<file path="config.mk">
export PLATFORM = sky130hd
export DESIGN_NAME = global_history_index_gen
export DESIGN_NICKNAME = d
export VERILOG_FILES = /design/src/rtl/global_history_index_gen.sv
export SDC_FILE = /design/constraint.sdc
export NUM_CORES = 1
export LEC_CHECK = 0
export ABC_AREA = 0
export BUFFER_PORTS_ARGS = -buffer_cell sky130_fd_sc_hd__buf_2
export CORE_UTILIZATION = 56
export CTS_CLUSTER_SIZE = 10
export DETAILED_ROUTE_END_ITERATION = 6
export HOLD_SLACK_MARGIN = 0.12
export PLACE_DENSITY_LB_ADDON = 0.12
export SYNTH_ARGS = -nofsm -noshare
export SYNTH_HDL_FRONTEND = slang
export SYNTH_SLANG_ARGS = --single-unit
export TNS_END_PERCENT = 30
</file>
<file path="constraint.sdc">
create_clock -name clk -period 3.24 [get_ports clk]
set_clock_uncertainty 0.05 [all_clocks]
set_input_delay 0.81 -clock clk [delete_from_list [all_inputs] [get_ports clk]]
set_output_delay 0.81 -clock clk [all_outputs]
set_load 0.01 [all_outputs]
</file>
<file path="src/rtl/global_history_index_gen.sv">
// rtl/global_history_index_gen.sv - gshare GHR, checkpoint FIFO and PHT read index generator
module global_history_index_gen #(
    parameter int GHR_W      = 8,
    parameter int PHT_ADDR_W = 8,
    parameter int CKPT_DEPTH = 4
) (
    input  logic                  clk,
    input  logic                  resetn,
    input  logic                  stall,
    input  logic                  pc_valid_i,
    input  logic [31:0]           pc_i,
    input  logic                  pred_valid_i,
    input  logic                  pred_dir_i,
    input  logic                  resolve_valid_i,
    input  logic                  resolve_dir_i,
    input  logic                  resolve_mispred_i,
    output logic [PHT_ADDR_W-1:0] pht_addr_o,
    output logic [GHR_W-1:0]      ghr_o,
    output logic [GHR_W-1:0]      ghr_commit_o,
    output logic                  ckpt_full_o,
    output logic                  ckpt_empty_o,
    output logic                  ovf_o
);

    localparam int PTR_W = (CKPT_DEPTH > 1) ? $clog2(CKPT_DEPTH) : 1;
    localparam int CNT_W = $clog2(CKPT_DEPTH + 1);
    localparam logic [CNT_W-1:0] DEPTH_C = CNT_W'(CKPT_DEPTH);

    logic [GHR_W-1:0]      ckpt_mem [CKPT_DEPTH];
    logic [PTR_W-1:0]      wptr;
    logic [PTR_W-1:0]      rptr;
    logic [CNT_W-1:0]      count;
    logic [CNT_W-1:0]      count_nxt;
    logic [PHT_ADDR_W-1:0] ghr_ext;
    logic [GHR_W-1:0]      ckpt_rd;
    logic                  push_req;
    logic                  pop;
    logic                  push_ok;
    logic                  mispred;

    // Decode this cycle's speculation/resolution events and the history zero-extension
    always_comb begin
        ghr_ext              = '0;
        ghr_ext[GHR_W-1:0]   = ghr_o;
        ckpt_rd              = ckpt_mem[rptr];
        push_req             = pred_valid_i & ~stall;
        pop                  = resolve_valid_i & (count != '0);
        mispred              = pop & resolve_mispred_i;
        // A pop in the same cycle frees a slot, so a full FIFO can still accept
        push_ok              = push_req & ((count != DEPTH_C) | pop) & ~mispred;
        count_nxt            = count;
        if (mispred) begin
            count_nxt = '0;
        end else if (push_ok && !pop) begin
            count_nxt = count + 1'b1;
        end else if (pop && !push_ok) begin
            count_nxt = count - 1'b1;
        end
    end

    // Index register: PC bits above the word offset hashed with speculative history
    always_ff @(posedge clk) begin
        if (!resetn) begin
            pht_addr_o <= '0;
        end else if (pc_valid_i && !stall) begin
            pht_addr_o <= pc_i[PHT_ADDR_W+1:2] ^ ghr_ext;
        end
    end

    // Speculative history, checkpoint pointers/count, occupancy flags and overflow
    always_ff @(posedge clk) begin
        if (!resetn) begin
            ghr_o        <= '0;
            wptr         <= '0;
            rptr         <= '0;
            count        <= '0;
            ckpt_full_o  <= 1'b0;
            ckpt_empty_o <= 1'b1;
            ovf_o        <= 1'b0;
        end else begin
            count        <= count_nxt;
            ckpt_full_o  <= (count_nxt == DEPTH_C);
            ckpt_empty_o <= (count_nxt == '0);
            if (push_req && !pop && count == DEPTH_C) begin
                ovf_o <= 1'b1;
            end
            if (mispred) begin
                // Restore history to the branch's checkpoint plus its real outcome
                ghr_o <= {ckpt_rd[GHR_W-2:0], resolve_dir_i};
                wptr  <= '0;
                rptr  <= '0;
            end else begin
                if (push_ok) begin
                    ghr_o <= {ghr_o[GHR_W-2:0], pred_dir_i};
                    wptr  <= PTR_W'((wptr + 1'b1) % CKPT_DEPTH);
                end
                if (pop) begin
                    rptr <= PTR_W'((rptr + 1'b1) % CKPT_DEPTH);
                end
            end
        end
    end

    // Checkpoint storage; contents are meaningless once count says so, so no reset
    always_ff @(posedge clk) begin
        if (push_ok) begin
            ckpt_mem[wptr] <= ghr_o;
        end
    end

    // Architectural history advances on every resolved branch, stall or not
    always_ff @(posedge clk) begin
        if (!resetn) begin
            ghr_commit_o <= '0;
        end else if (pop) begin
            ghr_commit_o <= {ghr_commit_o[GHR_W-2:0], resolve_dir_i};
        end
    end

    logic unused_bits;
    assign unused_bits = ^{pc_i[31:PHT_ADDR_W+2], pc_i[1:0], ckpt_rd[GHR_W-1]};

endmodule

</file>
Word level (Yosys, flattened, before mapping)
Memory sizes are Yosys's and may differ from the RTL's. A register that Yosys moved wholly into a read port is not among the register bits.
Cells that the tools add are included.
{"block": "totals", "ff_bits": 34, "ramBits": 32, "out_inout_bits": 27, "elab_cells": 48, "memories": 1}
{"memory": "ckpt_mem", "words": 4, "word_bits": 8, "read_ports": 1, "rd_ports_with_merged_regs": 1, "write_ports": 1, "line": "29", "source": "logic [GHR_W-1:0] ckpt_mem [CKPT_DEPTH];"}
{"block": "op_classes", "addsub": 4, "eq_ne": 3, "muxes": 9, "bitwise_logic": 10, "reduce_logical": 12}
{"op": "$mux 8", "count": 2}
{"op": "$mux 3", "count": 3}
{"op": "$xor 8x8->8", "count": 1}
{"op": "$eq 3x3->1 const B", "count": 2}
{"op": "$and 1x1->1", "count": 5}
{"op": "$logic_and 1x1->1", "count": 5}
{"op": "$add 2x1->2 const B", "count": 2}
{"op": "$mux 2", "count": 2}
{"op": "$add 3x1->3 const B", "count": 1}
{"op": "$logic_not 1->1", "count": 3}
{"op": "$logic_not 3->1", "count": 1}
{"op": "$ne 3x3->1 const B", "count": 1}
{"op": "$not 1->1", "count": 3}
{"op": "$reduce_bool 3->1", "count": 1}
{"op": "$sub 3x1->3 const B", "count": 1}
{"op": "$mux 1", "count": 2}
{"op": "$reduce_bool 2->1", "count": 1}
{"op": "$reduce_or 2->1", "count": 1}
{"op": "$or 1x1->1", "count": 1}

Depth between registers and ports, before layout
{"block": "depth", "depth_word": 11, "depth_mapped": 8, "depth_no_buf": 7}

Worst setup path before layout
No wires, ideal clock.
{"block": "synth_path", "kind": "input -> register", "from": "in stall", "to": "mem ckpt_mem[0][0], enable pin", "arrival_ps": 1808, "required_ps": 2864, "path_slack_ps": 1056, "cell_stages": 4, "path_buffers": 1, "path_cell_list": "nand2b_1 -> nor2_8 -> buf_1 -> and3_1"}
{"block": "synth_via", "elab_chain_len": 6}
{"element": "start: declaration", "line": "9", "source": "input logic stall,"}
{"element": "$not 1->1", "line": "46", "source": "push_req = pred_valid_i & ~stall;"}
{"element": "$and 1x1->1", "line": "46"}
{"element": "$and 1x1->1 (2 in a row)", "line": "50", "source": "push_ok = push_req & ((count != DEPTH_C) | pop) & ~mispred;"}
{"element": "$mux 1", "line": "106", "source": "if (push_ok) begin"}
{"element": "$mux 1 (implied by the code)", "line": "107", "source": "ckpt_mem[wptr] <= ghr_o;"}
{"element": "end: declaration", "line": "29"}
No other way between the ends.

Final worst setup path
{"block": "layout_path", "from": "reg count[1]", "to": "mem ckpt_mem[1][2], enable pin"}
{"block": "layout_via", "elab_chain_len": 7}
{"element": "start: declaration", "line": "32", "source": "logic [CNT_W-1:0] count;"}
{"element": "start signal: assignment", "line": "81", "source": "count <= count_nxt;"}
{"element": "$reduce_bool 3->1", "line": "47", "source": "pop = resolve_valid_i & (count != '0);"}
{"element": "$and 1x1->1", "line": "47"}
{"element": "$or 1x1->1 or $and 1x1->1 (tied branches)", "line": "50, 48"}
{"element": "$and 1x1->1 or $not 1->1 (tied branches)", "line": "50"}
{"element": "$and 1x1->1 *", "line": "50"}
{"element": "$mux 1 *", "line": "106"}
{"element": "$mux 1 (implied by the code) *", "line": "107"}
Mark *: on every way between the ends. The rest lies on a longest branch, timed or not.

==> flow_metrics.tcl <==
set metrics [dict create \
    synth.largest_area_cell "sky130_fd_sc_hd__edfxtp_1" \
    number_of_flip_flops_and_latches_in_the_synthesized_netlist 64 \
    timing.fmax_mhz 443 \
    max-clock-path-buffers 2 \
    clock_tree_from_tritoncts "built" \
    ff2ff_path_depth 7 \
    pin_count 68 \
    floorplan.initialDensity_pct 59.6 \
    clock_tree.htree_level_count 3 \
    postCtsSetupBuffers 0 \
    setup_viol 0 \
    synthDistinctLibCells 34 \
    floorplan_row_count 24 \
    m1WireLength_um 2260 \
    timing.critical_path.fanout_max 12 \
    number_of_instances_in_the_synthesized_netlist 227 \
    post-dp-hpwl_um 3510 \
    synth.yosys.seq_area_share_pct 59.0 \
    first_global_vias 1849 \
    startpoint_type "flip-flop" \
    violations "DRC" \
    grt.overflow.total 0 \
    route.detailed.wl_per_inst_um 15.6 \
    floorplan.die_area_um2 5010 \
    grt_util_overall_pct 23.6 \
    power_per_cell_area_nw_per_um2 655 \
    detailedRoute.firstPassIterationCount 6 \
    critical_path.startpoint "count[1]$_SDFF_PN0_" \
    cp_cell_instances "inv_1 -> ha_1 -> nand2b_1 -> and2_1 -> buf_4 -> nand2_1 -> and3_1" \
    drc 8 \
    synth.net_count 275 \
    drtIter0Drc 118 \
    finalHoldViolCount 0 \
    worst_max_slew_pin_slew_ns 0.753 \
    num-nets-final 322 \
    numPortBuffers 43 \
    clkLatencyLatePin_ns 0.33 \
    dr_wl_met3_um 320 \
    timing.final.crit_share_pct 69.6 \
    synth_top_cell_area_share_pct 31.7 \
    route.top_layer_used "met4" \
    fp.coreArea_um2 4440 \
    antenna-diode-count 0 \
    run_status "finished, violations left" \
    die_w_um 70.8 \
    cellLeakagePower_uw 0.00122 \
    irDropWorstVdd_uv 507 \
    max_stage_delay_ns 0.46 \
    yosys_warnings 0 \
    vias 1849 \
    cts_made_buffers 9 \
    gp_congestion 0.750 \
    wire_length_of_the_first_global_routing_pass_um 8820 \
    clk_root_buffer_cell "sky130_fd_sc_hd__clkbuf_8" \
    timing.hold.worst.start "ghr_commit_o[0]$_SDFFE_PN0N_" \
    setup_tns_ns 0 \
    clock_sinks 64 \
    fraction_of_layout_cells_with_a_size_suffix_above_1_pct 26.2 \
    die_y_um 70.8 \
    hold_buffers 0 \
    cts-resized-gates 0 \
    routed_via_density 5.59 \
    met2_length_um 2540 \
    timing.rr.start "count[1]$_SDFF_PN0_" \
    cap_viol_max_count 0 \
    final_design_area_no_fill_um2 3130 \
    grt_setup_unrepaired "false" \
    ant_nets 0 \
    cp_slowest_cell "sky130_fd_sc_hd__and3_1" \
    placement_cell_area_um2 2920 \
    hold_path.class "reg -> reg" \
    post_synth.cell_area_avg_um2 11.7 \
    slew_viol_final 0 \
    worst-endpoint-arrival_ns 2.19 \
    syn2layout_area_growth_pct 18.1 \
    timing.critical_path.to_type "flip-flop" \
    max_slew_margin_pct 49.5 \
    criticalPathCategory "reg -> reg" \
    required_arrival_time_at_the_worst_endpoint_ns 3.18 \
    cts.reportedPaths.clkPinSlew_ns 0.07 \
    post-route-min-period_ns 2.25 \
    grt_antenna_before_repair 0 \
    ys_top_cells_by_area "sky130_fd_sc_hd__edfxtp_1, sky130_fd_sc_hd__dfxtp_1, sky130_fd_sc_hd__mux4_2, sky130_fd_sc_hd__nand2_1, sky130_fd_sc_hd__xnor2_1" \
    min_delay_path_depth 2 \
    routed_wirelength_um 5170 \
    syn-cell-area_um2 2650 \
    largest_net_degree_at_the_start_of_global_routing 20 \
]
critical path, delay by kind of cell (launching register included):
kind	cells	cell delay, ns
simple gates	4	0.97
flops	1	0.33
buf+inv	2	0.31
fa+ha+maj	1	0.24
cell usage after synthesis:
cell type,instances
sky130_fd_sc_hd__mux2_4,1
sky130_fd_sc_hd__a21boi_0,1
sky130_fd_sc_hd__a21oi_1,11
sky130_fd_sc_hd__a221oi_2,1
sky130_fd_sc_hd__o211a_1,1
sky130_fd_sc_hd__edfxtp_1,28
sky130_fd_sc_hd__and3b_4,1
sky130_fd_sc_hd__nor3_1,1
sky130_fd_sc_hd__buf_1,2
sky130_fd_sc_hd__nand2b_1,2
sky130_fd_sc_hd__xor2_1,1
sky130_fd_sc_hd__and3_1,4
sky130_fd_sc_hd__nor3b_1,1
sky130_fd_sc_hd__xnor2_1,12
sky130_fd_sc_hd__ha_1,7
sky130_fd_sc_hd__a211oi_1,8
sky130_fd_sc_hd__a2111oi_0,2
sky130_fd_sc_hd__dfxtp_1,36
sky130_fd_sc_hd__nand3b_1,1
sky130_fd_sc_hd__a311oi_1,8
sky130_fd_sc_hd__and2_1,3
sky130_fd_sc_hd__nor2_1,22
sky130_fd_sc_hd__and4_1,1
sky130_fd_sc_hd__o31a_1,1
sky130_fd_sc_hd__clkbuf_1,9
sky130_fd_sc_hd__o311a_1,1
sky130_fd_sc_hd__o2111ai_1,1
sky130_fd_sc_hd__o21ai_0,4
sky130_fd_sc_hd__inv_1,6
sky130_fd_sc_hd__o21ai_1,1
sky130_fd_sc_hd__nor2b_1,3
sky130_fd_sc_hd__nor2_8,1
sky130_fd_sc_hd__nand2_1,38
sky130_fd_sc_hd__mux4_2,7
logic make-up (layout without fill, tap and decap cells):
kind of cell | count (synthesis) | count (layout) | share of synthesized area (%)
flops | 64 | 64 | 59.0
xor+xnor | 13 | 13 | 4.30
fa+ha+maj | 7 | 7 | 3.31
simple gates | 78 | 78 | 13.7
compound gates | 40 | 40 | 10.9
buf+inv | 17 | 69 | 2.41
mux | 8 | 8 | 6.52
stage by stage:
stage / setup slack (ns) / power [µW] / util [%] / instances / hold WS (ns)
6_report: 0.985 / 2050 / 70.4 / 331 / 0.412
5_1_grt: 0.769 / 2150 / 70.4 / 331 / 0.447
4_1_cts: 0.985 / 2060 / 70.4 / 331 / 0.407
3_5_place_dp: 0.844 / 1380 / 65.7 / 315 / 0.403
3_3_place_gp: 0.847 / 1360 / 65.7 / 315 / 0.398
2_1_floorplan: 1.06 / 1260 / - / 227 / 0.408
area by class of cell:
cell class	count	area, µm²
Fill cell	326	1320
Inverter	6	22.5
Tap cell	52	65.1
Timing Repair Buffer	47	245
Clock inverter	3	18.8
Sequential cell	64	1560
Clock buffer	13	191
Multi-Input combinational cell	146	1020
final timing paths:
kind	endpoint	slack, ns
hold / removal	ghr_commit_o[1]$_SDFFE_PN0N_	0.41
setup reg to reg	ckpt_mem[1][2]$_DFFE_PP_	0.99
hold reg to reg	ghr_commit_o[1]$_SDFFE_PN0N_	0.41
setup / recovery	ckpt_mem[1][2]$_DFFE_PP_	0.99
flip-flops by register name, indices dropped and copies added (netlist names), named ones only:
signal / count
ckpt_empty_o: 1
ckpt_full_o: 1
ckpt_mem: 28
count: 3
ghr_commit_o: 8
ghr_o: 8
ovf_o: 1
pht_addr_o: 8
rptr: 2
wptr: 2
placed cells by master, fill, tap and decap left out, drive strengths merged, types with 2 or more instances in the layout:
cell type and n:
clkbuf 13, nor2b 3, o21ai 5, a2111oi 2, a21oi 11, edfxtp 28, mux4 7, a211oi 8
nand2b 2, nand2 38, ha 7, clkinv 2, dfxtp 36, and3 4, nor2 23, xnor2 12
buf 47, and2 3, inv 7, a311oi 8
routing by layer:
layer  vias to the layer above  global-route usage [%]
li1                        907                       -
met1                       878                    29.8
met2                        59                    39.2
met3                         5                    5.70
met4                         0                    10.0
met5                         -                       0
where the power goes:
part / total [µW] / internal (µW) / switching [µW]
Clock: 692 / 392 / 299
Sequential: 993 / 919 / 73.9
Combinational: 365 / 172 / 194
(Power assumes the default switching activity.)
